[config.mk]
export PLATFORM = sky130hd
export DESIGN_NAME = extend_pipe
export DESIGN_NICKNAME = d
export VERILOG_FILES = /design/src/rtl/extend_pipe.sv
export SDC_FILE = /design/constraint.sdc
export NUM_CORES = 1
export LEC_CHECK = 0
export CAP_MARGIN = 20
export CORE_UTILIZATION = 25
export DETAILED_ROUTE_END_ITERATION = 8
export GPL_ROUTABILITY_DRIVEN = 0
export MAX_ROUTING_LAYER = met4
export PLACE_DENSITY = 0.43
export REMOVE_ABC_BUFFERS = 1
export SLEW_MARGIN = 10
export SYNTH_ARGS = -nofsm -noshare
export SYNTH_HDL_FRONTEND = slang
export SYNTH_SLANG_ARGS = --single-unit
[constraint.sdc]
create_clock -name clock -period 1.66 [get_ports clock]
set_clock_uncertainty 0.2 [all_clocks]
set_input_delay 0.166 -clock clock [delete_from_list [all_inputs] [get_ports clock]]
set_output_delay 0.166 -clock clock [all_outputs]
set_load 0.01 [all_outputs]
[src/rtl/extend_pipe.sv]
// extend_pipe
//   Immediate / load-data extension stage with a two-entry elastic buffer.
//   The offered word is extended combinationally according to in_mode and
//   captured into the main register M, which drives the outputs. A skid
//   register S absorbs one extra word when M is stalled, so that in_ready
//   can come straight from a flop with no path from out_ready.
//
// Ports
//   clock      rising-edge clock for all state
//   reset      synchronous, active-high reset
//   flush      empties both entries and drops this cycle's input
//   in_valid   input word offered
//   in_ready   input word can be accepted this cycle (= S is empty)
//   in_mode    extension mode (0 SEXT, 1 ZEXT, 2 LUI, 3 SEXT_B, 4 ZEXT_B,
//              5 BRANCH, other codes reserved)
//   in_data    raw immediate / load data
//   out_valid  result held on the output
//   out_ready  downstream takes the result this cycle
//   out_data   extended result
//   out_err    result came from a reserved mode
module extend_pipe #(
  parameter int NB_DATA = 32,
  parameter int NB_WORD = 16,
  parameter int NB_MODE = 3
) (
  input  logic               clock,
  input  logic               reset,
  input  logic               flush,
  input  logic               in_valid,
  output logic               in_ready,
  input  logic [NB_MODE-1:0] in_mode,
  input  logic [NB_WORD-1:0] in_data,
  output logic               out_valid,
  input  logic               out_ready,
  output logic [NB_DATA-1:0] out_data,
  output logic               out_err
);

  localparam logic [NB_MODE-1:0] MODE_SEXT   = NB_MODE'(0);
  localparam logic [NB_MODE-1:0] MODE_ZEXT   = NB_MODE'(1);
  localparam logic [NB_MODE-1:0] MODE_LUI    = NB_MODE'(2);
  localparam logic [NB_MODE-1:0] MODE_SEXT_B = NB_MODE'(3);
  localparam logic [NB_MODE-1:0] MODE_ZEXT_B = NB_MODE'(4);
  localparam logic [NB_MODE-1:0] MODE_BRANCH = NB_MODE'(5);

  localparam int NB_PAD = NB_DATA - NB_WORD;

  logic [NB_DATA-1:0] sext_word;
  logic [NB_DATA-1:0] ext_data;
  logic               ext_err;

  logic               m_valid;
  logic [NB_DATA-1:0] m_data;
  logic               m_err;

  logic               s_valid;
  logic [NB_DATA-1:0] s_data;
  logic               s_err;

  logic               accept;
  logic               out_xfer;

  // The branch offset reuses the full-width sign extension, then drops the
  // top two bits to make room for the word-alignment shift.
  assign sext_word = {{NB_PAD{in_data[NB_WORD-1]}}, in_data};

  always_comb begin
    ext_data = '0;
    ext_err  = 1'b0;
    case (in_mode)
      MODE_SEXT:   ext_data = sext_word;
      MODE_ZEXT:   ext_data = {{NB_PAD{1'b0}}, in_data};
      MODE_LUI:    ext_data = {in_data, {NB_PAD{1'b0}}};
      MODE_SEXT_B: ext_data = {{(NB_DATA-8){in_data[7]}}, in_data[7:0]};
      MODE_ZEXT_B: ext_data = {{(NB_DATA-8){1'b0}}, in_data[7:0]};
      MODE_BRANCH: ext_data = {sext_word[NB_DATA-3:0], 2'b00};
      default: begin
        ext_data = '0;
        ext_err  = 1'b1;
      end
    endcase
  end

  assign in_ready  = ~s_valid;
  assign accept    = in_valid & in_ready;
  assign out_xfer  = m_valid & out_ready;

  assign out_valid = m_valid;
  assign out_data  = m_data;
  assign out_err   = m_err;

  // M advances only when it is empty or being consumed, which keeps the
  // output stable under backpressure. S is filled only when M is stalled;
  // since in_ready is low whenever S is full, an input can never arrive in
  // the same cycle that S drains into M.
  always_ff @(posedge clock) begin
    if (reset) begin
      m_valid <= 1'b0;
      m_data  <= '0;
      m_err   <= 1'b0;
      s_valid <= 1'b0;
      s_data  <= '0;
      s_err   <= 1'b0;
    end else if (flush) begin
      m_valid <= 1'b0;
      s_valid <= 1'b0;
    end else begin
      if (!m_valid || out_xfer) begin
        if (s_valid) begin
          m_valid <= 1'b1;
          m_data  <= s_data;
          m_err   <= s_err;
          s_valid <= 1'b0;
        end else begin
          m_valid <= accept;
          if (accept) begin
            m_data <= ext_data;
            m_err  <= ext_err;
          end
        end
      end else if (accept) begin
        s_valid <= 1'b1;
        s_data  <= ext_data;
        s_err   <= ext_err;
      end
    end
  end

endmodule

### Word-level counts from Yosys, hierarchy flattened

Cells that the tools add are included.
Widths: inputs -> output; s select.

| cells by class | value |
|---|---|
| $mul | 0 |
| reduce and logical (&&, ||, !) cells | 9 |
| $lt $le $gt $ge | 0 |
| bitwise operators | 5 |
| div/mod/pow operators | 0 |
| multiplexer cells | 7 |
| equal/unequal tests | 5 |
| shifts and indexed selects | 0 |
| add/subtract/negate cells | 0 |

Operators with widths:

| operator | number |
|---|---|
| $pmux 32 s6 | 1 |
| $mux 32 | 2 |
| $eq 3x2->1 const B | 2 |
| $eq 3x3->1 const B | 2 |
| $reduce_and 3->1 | 2 |
| $reduce_or 6->1 | 1 |
| $mux 1 | 4 |
| $eq 3x1->1 const B | 1 |
| $logic_not 3->1 | 1 |
| $not 1->1 | 3 |
| $reduce_or 3->1 | 1 |
| $and 1x1->1 | 2 |
| $reduce_bool 2->1 | 1 |
| $reduce_or 2->1 | 1 |
| $logic_not 1->1 | 1 |
| $logic_or 1x1->1 | 1 |

| word-level totals | value |
|---|---|
| memories kept | 0 |
| logic and storage cells | 32 |
| bits in read-only memories | 0 |
| flip-flop bits (word level) | 68 |
| bits in latches | 0 |
| bits in writable memories | 0 |
| output and inout bits | 35 |
| input port bits | 24 |

### Longest topological paths before layout

Gate-level depths: netlist of run 1.

| depth | value |
|---|---|
| word-level depth | 5 |
| gate-level depth with buffers | 6 |
| depth with buffers taken out | 3 |

### Least setup slack after synthesis of run 1

No wires, ideal clock.

| path | value |
|---|---|
| kind | flip-flop to flip-flop |
| start | reg s_valid |
| end | reg m_data[24], in the netlist out_data[24] |
| required time | 1.316 ns |
| setup time | 0.144 ns |
| period minus slack after synthesis | 1.553 ns |
| path buffers | 3 |
| arrival time | 1.210 ns |
| setup slack | 0.107 ns |
| cell stages (with the launch flop) | 7 |
| cell sequence | dfxtp_1 or2_1 buf_2 nand4_1 buf_2 buf_2 o221ai_1 |

| on the way | value |
|---|---|
| longest elaborated chain between the ends | 4 |
| elaborated cells on any way between the ends | 5 |
| those cells by class | mux: 1; bitwise: 2; reduce/logical: 2 |

Ends and longest elaborated chain:

| item | line | RTL |
|---|---|---|
| start, declared | 56 | `logic s_valid;` |
| start signal, assigned | 101 | `s_valid <= 1'b0;` |
| start signal, assigned | 106 | `s_valid <= 1'b0;` |
| start signal, assigned | 113 | `s_valid <= 1'b0;` |
| $not 1->1 | 84 | `assign in_ready = ~s_valid;` |
| $and 1x1->1 | 85 | `assign accept = in_valid & in_ready;` |
| $reduce_bool 2->1 (no line) | - |  |
| $reduce_and 3->1 (no line) | - |  |
| end signal, assigned | 111 | `m_data <= s_data;` |
| end signal, assigned | 117 | `m_data <= ext_data;` |
| end, declared | 53 | `logic [NB_DATA-1:0] m_data;` |

Parallel ways exist; a longest one is shown, timed or not.
A chain may end at the register's enable or synchronous reset.

### Worst setup path after layout of run 1

| path | value |
|---|---|
| start | reg m_data[26], in the netlist out_data[26] |
| end | out out_data[26] |

RTL lines:

| item | line | RTL |
|---|---|---|
| end, declared | 35 | `output logic [NB_DATA-1:0] out_data,` |

No word-level cell between the ends.

==> results_dict.tcl, run 1 <==
set metrics [dict create \
    cts_tree "yes" \
    start_util_pct 26.03 \
    run_status "finished, final reports clean" \
    finish.instance_area_um2 5409 \
    core_um2 14150 \
    cts.hold.buffers_added 0 \
    drt-total-wl_um 12810 \
    worstPathCellList "clkdlybuf4s50_1" \
    peakVddDrop_uv 460.9 \
    crit_required_ps 1290 \
    worstPathArrival_ps 1250 \
    slew-limit-headroom_pct 69.11 \
    synth_top_area_share_pct 36.96 \
    biggest_area_contributors_in_the_synthesized_netlist "sky130_fd_sc_hd__dfxtp_1 (37%), sky130_fd_sc_hd__a211oi_1 (8.8%), sky130_fd_sc_hd__o221ai_1 (6.9%)" \
    cts.clk_slew.worst_paths_ps 50 \
    criticalPathCategory "reg2out" \
    grt_antenna_before_repair 0 \
    grt_pass1_wl_um 20480 \
    vias 3642 \
    ios 59 \
    crit_family "buffers and inverters" \
    yosys.cell_types.count 37 \
    floorplan.die.height_um 123.4 \
    clock_path_buffers 2 \
    grt_setup_unrepaired "yes" \
    syn_area_per_cell_um2 9.349 \
    vias_per_cell 5.404 \
    number_of_global_route_vias_before_repair 3638 \
    cts.root.buffer_cell "sky130_fd_sc_hd__clkbuf_16" \
    critical_path.max_fanout 2 \
    endpoint_kind "output port" \
    ys_async_rst_share_pct 0 \
    die_w_um 123.4 \
    post-route-period-util_pct 97.34 \
    yosys.area.top_type "sky130_fd_sc_hd__dfxtp_1" \
    maximum_operating_frequency_mhz 618.9 \
    worstHoldPathType "reg2reg" \
    yosys_register_bits 68 \
    final_nets 513 \
    place_hpwl_um 8895 \
    placedInstanceArea_um2 4871 \
    ys.warnings.count 0 \
    critPathBufInv 1 \
    max_cap_viol_count 0 \
    remaining_drc_errors 0 \
    report.final.setup_viol 0 \
    min_clock_period_post_route_ps 1616 \
    synthTopCellsByCount "sky130_fd_sc_hd__dfxtp_1 (68), sky130_fd_sc_hd__a211oi_1 (43), sky130_fd_sc_hd__a21oi_1 (33), sky130_fd_sc_hd__clkbuf_1 (30), sky130_fd_sc_hd__o221ai_1 (29)" \
    critical_path.startpoint_type "flop" \
    max_slew.worst_pin.slew_ps 459.1 \
    detail_route.first_pass.iterations 4 \
    port_buffers 58 \
    average_wire_length_per_cell_after_detail_routing_um 19.00 \
    postSynthCellCount 394 \
    post_route_cells_drive_above_1_share_pct 30.57 \
    core.rowCount 43 \
    slew_violations 0 \
    cellLeakagePower_nw 1.885 \
    grt_start_max_net_pins 43 \
    antenna-diode-count 0 \
    cts.sink_count 68 \
    cpPeakStageDelay_ps 560 \
    gr-total-overflow 0 \
    number_of_synthesized_flops_with_an_enable_pin 0 \
    fillers 1403 \
    ff_latch_area_um2 1363 \
    global_route.usage.total_pct 18.30 \
    area_growth_pct 46.84 \
    timing_hold_violations_final 0 \
    sequential_cell_area_fraction_in_the_yosys_report_pct 36.96 \
    multiInputGateArea_um2 2176 \
    fin_hold_ws_ps 286.7 \
    worstSkewPairLatency_ps 330 \
    detailedRoute.firstIterationViolations 168 \
    power_density_nw_per_um2 780.9 \
    die-area_um2 15220 \
    numCtsBuffers 9 \
    netlist_area_um2 3684 \
    synth_top_flop_cell "sky130_fd_sc_hd__dfxtp_1" \
    critical-path-slowest-cell "sky130_fd_sc_hd__clkdlybuf4s50_1" \
    clock_tree.htree_level_count 3 \
    dominant_cell_by_count_in_the_synthesized_netlist "sky130_fd_sc_hd__dfxtp_1" \
    final_antenna_net_count 0 \
]
-- worst register-to-register path: cells and delay by family (launching register included) --
| family | cells | cell delay, ps |
|---|---|---|
| DFF | 1 | 340 |
| AOI/OAI and AO/OA | 2 | 530 |
| buffers and inverters | 1 | 200 |
| and+or+nand+nor | 1 | 150 |
-- flip-flops by register name (all words and copies together) (netlist names) --
register,cells
s_valid,1
out_valid,1
out_data,32
s_data,32
out_err,1
s_err,1
-- cell type report --
cell class	count	area share, %
tap	180	4.164
clock inverter	2	0.1851
timing repair buffer	143	25.33
sequential	68	25.19
clock buffer	14	4.696
inverter	3	0.2082
multi-input combinational	264	40.23
-- power breakdown --
| part | switching, mW | total (mW) | internal [mW] |
|---|---|---|---|
| sequential | 0.0239 | 1.70 | 1.68 |
| combinational | 0.397 | 0.782 | 0.386 |
| clock | 0.692 | 1.74 | 1.05 |
-- worst paths after layout --
| path | start | endpoint | slack [ps] | cells after the start |
|---|---|---|---|---|
| hold reg to reg | s_data[1] | s_data[1] | 290 | 2 |
| setup / recovery | out_data[26] | out_data[26] | 40 | 1 |
| setup reg to reg | out_valid | out_data[22] | 90 | 4 |
| hold / removal | s_data[1] | s_data[1] | 290 | 2 |
-- cells in the final DEF, fill, tap and decap left out, types with 3 or more instances in the layout --
cell type,instances
sky130_fd_sc_hd__clkbuf_16,9
sky130_fd_sc_hd__dlygate4sd2_1,3
sky130_fd_sc_hd__o221ai_1,28
sky130_fd_sc_hd__and4b_1,9
sky130_fd_sc_hd__a211oi_2,17
sky130_fd_sc_hd__nor2_1,3
sky130_fd_sc_hd__buf_4,71
sky130_fd_sc_hd__a311oi_1,3
sky130_fd_sc_hd__dfxtp_1,67
sky130_fd_sc_hd__a21oi_1,33
sky130_fd_sc_hd__clkbuf_1,4
sky130_fd_sc_hd__o311ai_0,16
sky130_fd_sc_hd__o21ai_0,3
sky130_fd_sc_hd__clkdlybuf4s50_1,53
sky130_fd_sc_hd__a211oi_1,31
sky130_fd_sc_hd__a31oi_1,4
sky130_fd_sc_hd__inv_1,3
sky130_fd_sc_hd__nand3_1,24
sky130_fd_sc_hd__a211oi_4,7
sky130_fd_sc_hd__and3b_1,9
sky130_fd_sc_hd__buf_6,4
sky130_fd_sc_hd__nor3b_1,8
sky130_fd_sc_hd__buf_12,9
sky130_fd_sc_hd__nand2_1,12
sky130_fd_sc_hd__mux2_2,14
sky130_fd_sc_hd__a221oi_2,3
sky130_fd_sc_hd__o311ai_1,4
sky130_fd_sc_hd__nand4_1,13
-- logic make-up (layout without fill, tap and decap cells) --
group / Yosys count / in the layout / synth area share [%]
AO/OA/AOI/OAI: 153 / 153 / 32.37
buffers and inverters: 62 / 162 / 8.764
flip-flops: 68 / 68 / 36.96
multiplexers: 15 / 15 / 4.552
AND/OR/NAND/NOR: 96 / 96 / 17.36
-- repair_timing --
| action | in CTS | in global routing |
|---|---|---|
| pin swaps | 0 | 5 |
| buffers inserted | 0 | 7 |
| endpoints found under the setup margin | 50 | 53 |
| endpoints found under the hold margin | 0 | 0 |
| gates resized for setup | 21 | 26 |
| cloned | 1 | 0 |
-- metal layers --
layer | routed length (um) | vias to the layer above | track usage (%) | part of all wire (%)
met2 | 5973 | 88 | 27.06 | 47
li1 | - | 1772 | - | -
met4 | 108 | 0 | 6.024 | 0.84
met1 | 6195 | 1774 | 25.22 | 48
met3 | 529 | 8 | 2.906 | 4.1
met5 | 0 | - | - | 0
-- through the flow --
| step | instances | worst slack [ps] | setup TNS (ps) | power (mW) | util (%) |
|---|---|---|---|---|---|
| finish | 674 | 44.21 | 0 | 4.224 | 38.23 |
| global route | 674 | -23.23 | -49.85 | 4.400 | 38.23 |
| CTS | 667 | 0.9318 | 0 | 4.222 | 37.03 |
| detailed placement | 650 | -488.5 | -25550 | 2.441 | 34.42 |
| global placement | 650 | -510.5 | -24400 | 2.440 | 34.42 |
| floorplan | 335 | -968.5 | -51930 | 1.991 | - |
Power figures use the tool's default switching activity.
==> inputs of run 2 (changes only) <==
--- a/config.mk
+++ b/config.mk
@@ -6,6 +6,7 @@
 export NUM_CORES = 1
 export LEC_CHECK = 0
 export CAP_MARGIN = 20
+export CORE_MARGIN = 8
 export CORE_UTILIZATION = 25
 export DETAILED_ROUTE_END_ITERATION = 8
 export GPL_ROUTABILITY_DRIVEN = 0
==> results_dict.tcl, run 2 (synthesized netlist as in run 1, its figures left out) <==
set metrics [dict create \
    die_w_um 137.4 \
    grt_pass1_wl_um 20250 \
    area_growth_pct 44.36 \
    critical_path.startpoint_type "flop" \
    global_route.usage.total_pct 14.08 \
    report.final.setup_viol 0 \
    timing_hold_violations_final 0 \
    min_clock_period_post_route_ps 1619 \
    max_cap_viol_count 0 \
    cellLeakagePower_nw 1.869 \
    place_hpwl_um 9176 \
    criticalPathCategory "reg2out" \
    detail_route.first_pass.iterations 4 \
    grt_antenna_before_repair 0 \
    worstPathArrival_ps 1250 \
    critPathBufInv 1 \
    worstPathCellList "clkdlybuf4s50_1" \
    min-delay-start "s_err" \
    final.setup.tns_ps 0 \
    floorplan.die.height_um 137.4 \
    grt_setup_unrepaired "yes" \
    final_common_cell "sky130_fd_sc_hd__dfxtp_1" \
    power_density_nw_per_um2 852.9 \
    worstHoldPathType "reg2reg" \
    post-layout-total-power_mw 4.535 \
    worstSetupPathDepth 1 \
    start_util_pct 25.44 \
    vias_per_cell 5.376 \
    rrSetupSlack_ps 90 \
    cts.sink_count 68 \
    max_slew.worst_pin.slew_ps 448.7 \
    antenna-diode-count 0 \
    detailedRoute.firstIterationViolations 209 \
    remaining_drc_errors 0 \
    cts.clk_slew.worst_paths_ps 60 \
    core.rowCount 44 \
    drt-total-wl_um 12790 \
    critical_path.reg2reg.startpoint "s_valid" \
    post_route_cells_drive_above_1_share_pct 27.87 \
    startpoint "out_data[28]" \
    port_buffers 58 \
    gr-total-overflow 0 \
    clock_path_buffers 2 \
    grt_start_max_net_pins 34 \
    worstRegToRegCells 4 \
    final_antenna_net_count 0 \
    hold_depth 2 \
    core_um2 14480 \
    slew_violations 0 \
    cpPeakStageDelay_ps 560 \
    endpoint_kind "output port" \
    top_library_cells_by_usage_in_the_layout_fill_and_taps_aside "sky130_fd_sc_hd__dfxtp_1 (67), sky130_fd_sc_hd__buf_4 (65), sky130_fd_sc_hd__clkdlybuf4s50_1 (52), sky130_fd_sc_hd__a211oi_1 (37), sky130_fd_sc_hd__a21oi_1 (33)" \
    average_wire_length_per_cell_after_detail_routing_um 19.03 \
    cts_tree "yes" \
    slew-limit-headroom_pct 69.98 \
    numCtsBuffers 9 \
    critical_path.max_fanout 2 \
    vias 3613 \
    ios 59 \
    maximum_operating_frequency_mhz 617.6 \
    worstSkewPairLatency_ps 340 \
    peakVddDrop_uv 473.1 \
    hold_end "out_err" \
    reg2reg_to "out_data[8]" \
    post-route-period-util_pct 97.55 \
    number_of_global_route_vias_before_repair 3665 \
    crit_required_ps 1290 \
    run_status "finished, final reports clean" \
    crit_family "buffers and inverters" \
    final_nets 507 \
    cts.root.buffer_cell "sky130_fd_sc_hd__clkbuf_16" \
    die-area_um2 18870 \
    critical-path-slowest-cell "sky130_fd_sc_hd__clkdlybuf4s50_1" \
    clock_tree.htree_level_count 3 \
]
-- run 2: power by group --
group          internal [mW]  switching [mW]
registers               1.68          0.0240
clock network           1.35           0.739
logic                  0.371           0.376
-- run 2: worst max-delay path by stage --
stage / end / slack [ps]
after global placement: out_data[17] / -510
after global routing: out_data[10] / -40
final: out_data[28] / 40
after detailed placement: out_data[2] / -530
after floorplan: out_data[3] / -970
after CTS: out_data[10] / 4
-- run 2: through the flow --
| step | worst slack, ps | instance area (um2) | util [%] | instances | hold WS (ps) |
|---|---|---|---|---|---|
| floorplan | -968.5 | 3372 | - | 335 | 35.07 |
| global placement | -514.2 | 4856 | 33.54 | 650 | 266.5 |
| detailed placement | -531.9 | 4856 | 33.54 | 650 | 266.4 |
| CTS | 3.936 | 5255 | 36.29 | 671 | 282.9 |
| global route | -40.22 | 5318 | 36.73 | 672 | 299.9 |
| finish | 40.73 | 5318 | 36.73 | 672 | 278.1 |
-- run 2: worst min-delay path, stage by stage, from the launching register on --
cell,delay [ps]
sky130_fd_sc_hd__dfxtp_1,310
sky130_fd_sc_hd__nand2_1,50
sky130_fd_sc_hd__a311oi_1,70
-- run 2: layout make-up --
type	instances	area, um2
clock inverter	5	75.07
fill	1490	9161
clock buffer	11	242.7
multi-input combinational	264	2067
sequential	68	1363
tap	184	230.2
timing repair buffer	137	1329
inverter	3	11.26
-- run 2: what timing repair did --
item,CTS,global route
pin swaps,2,0
buffers inserted,4,0
hold buffers,0,0
endpoints found under the setup margin,42,47
cloned,1,1
resized for setup,11,20
-- run 2: routing by layer --
layer	global-route usage (%)	share of wire, %	up-vias	wire length, um
met4	4.466	1.2	0	154
met5	-	0	-	0
li1	-	-	1769	-
met1	17.46	46	1732	5873
met3	3.392	5.9	12	749
met2	22.09	47	100	6012
==> inputs of run 3 (changes only) <==
--- a/config.mk
+++ b/config.mk
@@ -11,7 +11,7 @@
 export DETAILED_ROUTE_END_ITERATION = 8
 export GPL_ROUTABILITY_DRIVEN = 0
 export MAX_ROUTING_LAYER = met4
-export PLACE_DENSITY = 0.43
+export PLACE_DENSITY = 0.41
 export REMOVE_ABC_BUFFERS = 1
 export SLEW_MARGIN = 10
 export SYNTH_ARGS = -nofsm -noshare
==> constraint.sdc (replaced) <==
create_clock -name clock -period 1.59 [get_ports clock]
set_clock_uncertainty 0.2 [all_clocks]
set_input_delay 0.159 -clock clock [delete_from_list [all_inputs] [get_ports clock]]
set_output_delay 0.159 -clock clock [all_outputs]
set_load 0.01 [all_outputs]
==> results_dict.tcl, run 3 (synthesized netlist as in run 1, its figures left out) <==
set metrics [dict create \
    detailedRoute.firstIterationViolations 259 \
    worstHoldPathType "in2reg" \
    vias_per_cell 5.542 \
    floorplan.die.height_um 137.4 \
    worstRegToRegCells 5 \
    cts.hold.buffers_added 0 \
    detail_route.first_pass.iterations 4 \
    clock_path_buffers 2 \
    grt_pass1_wl_um 21470 \
    hold_depth 4 \
    endpoint_kind "output port" \
    ff_latch_area_um2 1364 \
    critical_path.max_fanout 2 \
    average_wire_length_per_cell_after_detail_routing_um 21.09 \
    post_route_cells_drive_above_1_share_pct 29.35 \
    port_buffers 58 \
    fillers 1480 \
    area_growth_pct 44.80 \
    multiInputGateArea_um2 2142 \
    post-route-period-util_pct 98.33 \
    run_status "finished, final reports clean" \
    grt_start_max_net_pins 34 \
    post-layout-total-power_mw 4.344 \
    die-area_um2 18870 \
    report.final.setup_viol 0 \
    grt_antenna_before_repair 0 \
    clock_tree.htree_level_count 3 \
    worstSkewPairLatency_ps 340 \
    numCtsBuffers 9 \
    antenna-diode-count 0 \
    cts.sink_count 68 \
    min_clock_period_post_route_ps 1563 \
    slew_violations 0 \
    place_hpwl_um 9067 \
    top_library_cells_by_usage_in_the_layout_fill_and_taps_aside "sky130_fd_sc_hd__dfxtp_1 (66), sky130_fd_sc_hd__buf_4 (51), sky130_fd_sc_hd__a21oi_1 (33), sky130_fd_sc_hd__a211oi_1 (32), sky130_fd_sc_hd__o221ai_1 (29)" \
    worstPathCellList "clkdlybuf4s50_1" \
    grt_use_met3_pct 2.334 \
    global_route.usage.total_pct 15.31 \
    cts_tree "yes" \
    gr-total-overflow 0 \
    power_density_nw_per_um2 814.3 \
    final_antenna_net_count 0 \
    timing_hold_violations_final 0 \
    critical_path.startpoint_type "flop" \
    criticalPathCategory "reg2out" \
    max_cap_viol_count 0 \
    final_nets 497 \
    crit_required_ps 1230 \
    critical-path-slowest-cell "sky130_fd_sc_hd__clkdlybuf4s50_1" \
    cts.root.buffer_cell "sky130_fd_sc_hd__clkbuf_16" \
    grt.met1_usage_pct 19.92 \
    core_um2 14480 \
    finalNonFillerCells 661 \
    worstSetupPathDepth 1 \
    cellLeakagePower_nw 2.124 \
    drt-total-wl_um 13940 \
    cts.clk_slew.worst_paths_ps 60 \
    start_util_pct 25.44 \
    instance_count_after_placement_with_tap_cells_included 641 \
    number_of_global_route_vias_before_repair 3661 \
    crit_family "buffers and inverters" \
    core.rowCount 44 \
    slew-limit-headroom_pct 63.20 \
    worstPathArrival_ps 1200 \
    remaining_drc_errors 0 \
    critPathBufInv 1 \
    grt_setup_unrepaired "yes" \
    global_route_met2_usage_pct 23.06 \
    rrSetupSlack_ps 60 \
    die_w_um 137.4 \
    final_common_cell "sky130_fd_sc_hd__dfxtp_1" \
    ios 59 \
    grt.busiest_layer "met2" \
    cpPeakStageDelay_ps 540 \
    maximum_operating_frequency_mhz 639.6 \
    max_slew.worst_pin.slew_ps 547.0 \
    peakVddDrop_uv 508.9 \
    vias 3663 \
]
run 3: through the flow:
step,utilization [%],area (um2),hold slack (ps),setup WS (ps),setup TNS [ps]
6_report,36.84,5334,195.4,26.57,0
5_1_grt,36.84,5334,221.1,-9.589,-17.71
4_1_cts,36.05,5220,278.9,-7.059,-7.059
3_3_place_gp,33.26,4816,264.4,-583.9,-27910
2_1_floorplan,-,3372,28.07,-1039,-56690
3_5_place_dp,33.26,4816,271.5,-581.3,-28450
run 3: repair_timing:
action	in CTS	in global routing
buffers inserted	2	0
gates resized for setup	47	44
pin swaps	2	3
gates cloned	2	1
endpoints found under the setup margin	82	54
run 3: layout make-up:
class	count	share of cell area [%]
well taps	184	4.316
multi-input cells	264	40.16
clock buffers	12	4.433
repair buffers	127	25.03
flip-flops and latches	68	25.57
inverters	3	0.2111
clock inverters	3	0.2815
run 3: final timing paths:
check	start	to
worst min-delay path	in_valid	s_valid
worst max register to register	s_valid	out_data[1]
worst min register to register	s_err	out_err
worst max-delay path	out_data[8]	out_data[8]
run 3: metal layers:
layer	wire length, um	vias up
met5	0	-
met4	285	0
met3	496	19
met2	6596	75
met1	6561	1824
li1	-	1745
run 3: power by group:
part | switching, mW | internal (mW) | total [mW] | leakage [nW]
combinational | 0.417 | 0.374 | 0.791 | 1.45
sequential | 0.0242 | 1.75 | 1.78 | 0.552
clock | 0.739 | 1.04 | 1.78 | 0.126
total | 1.18 | 3.16 | 4.34 | 2.12
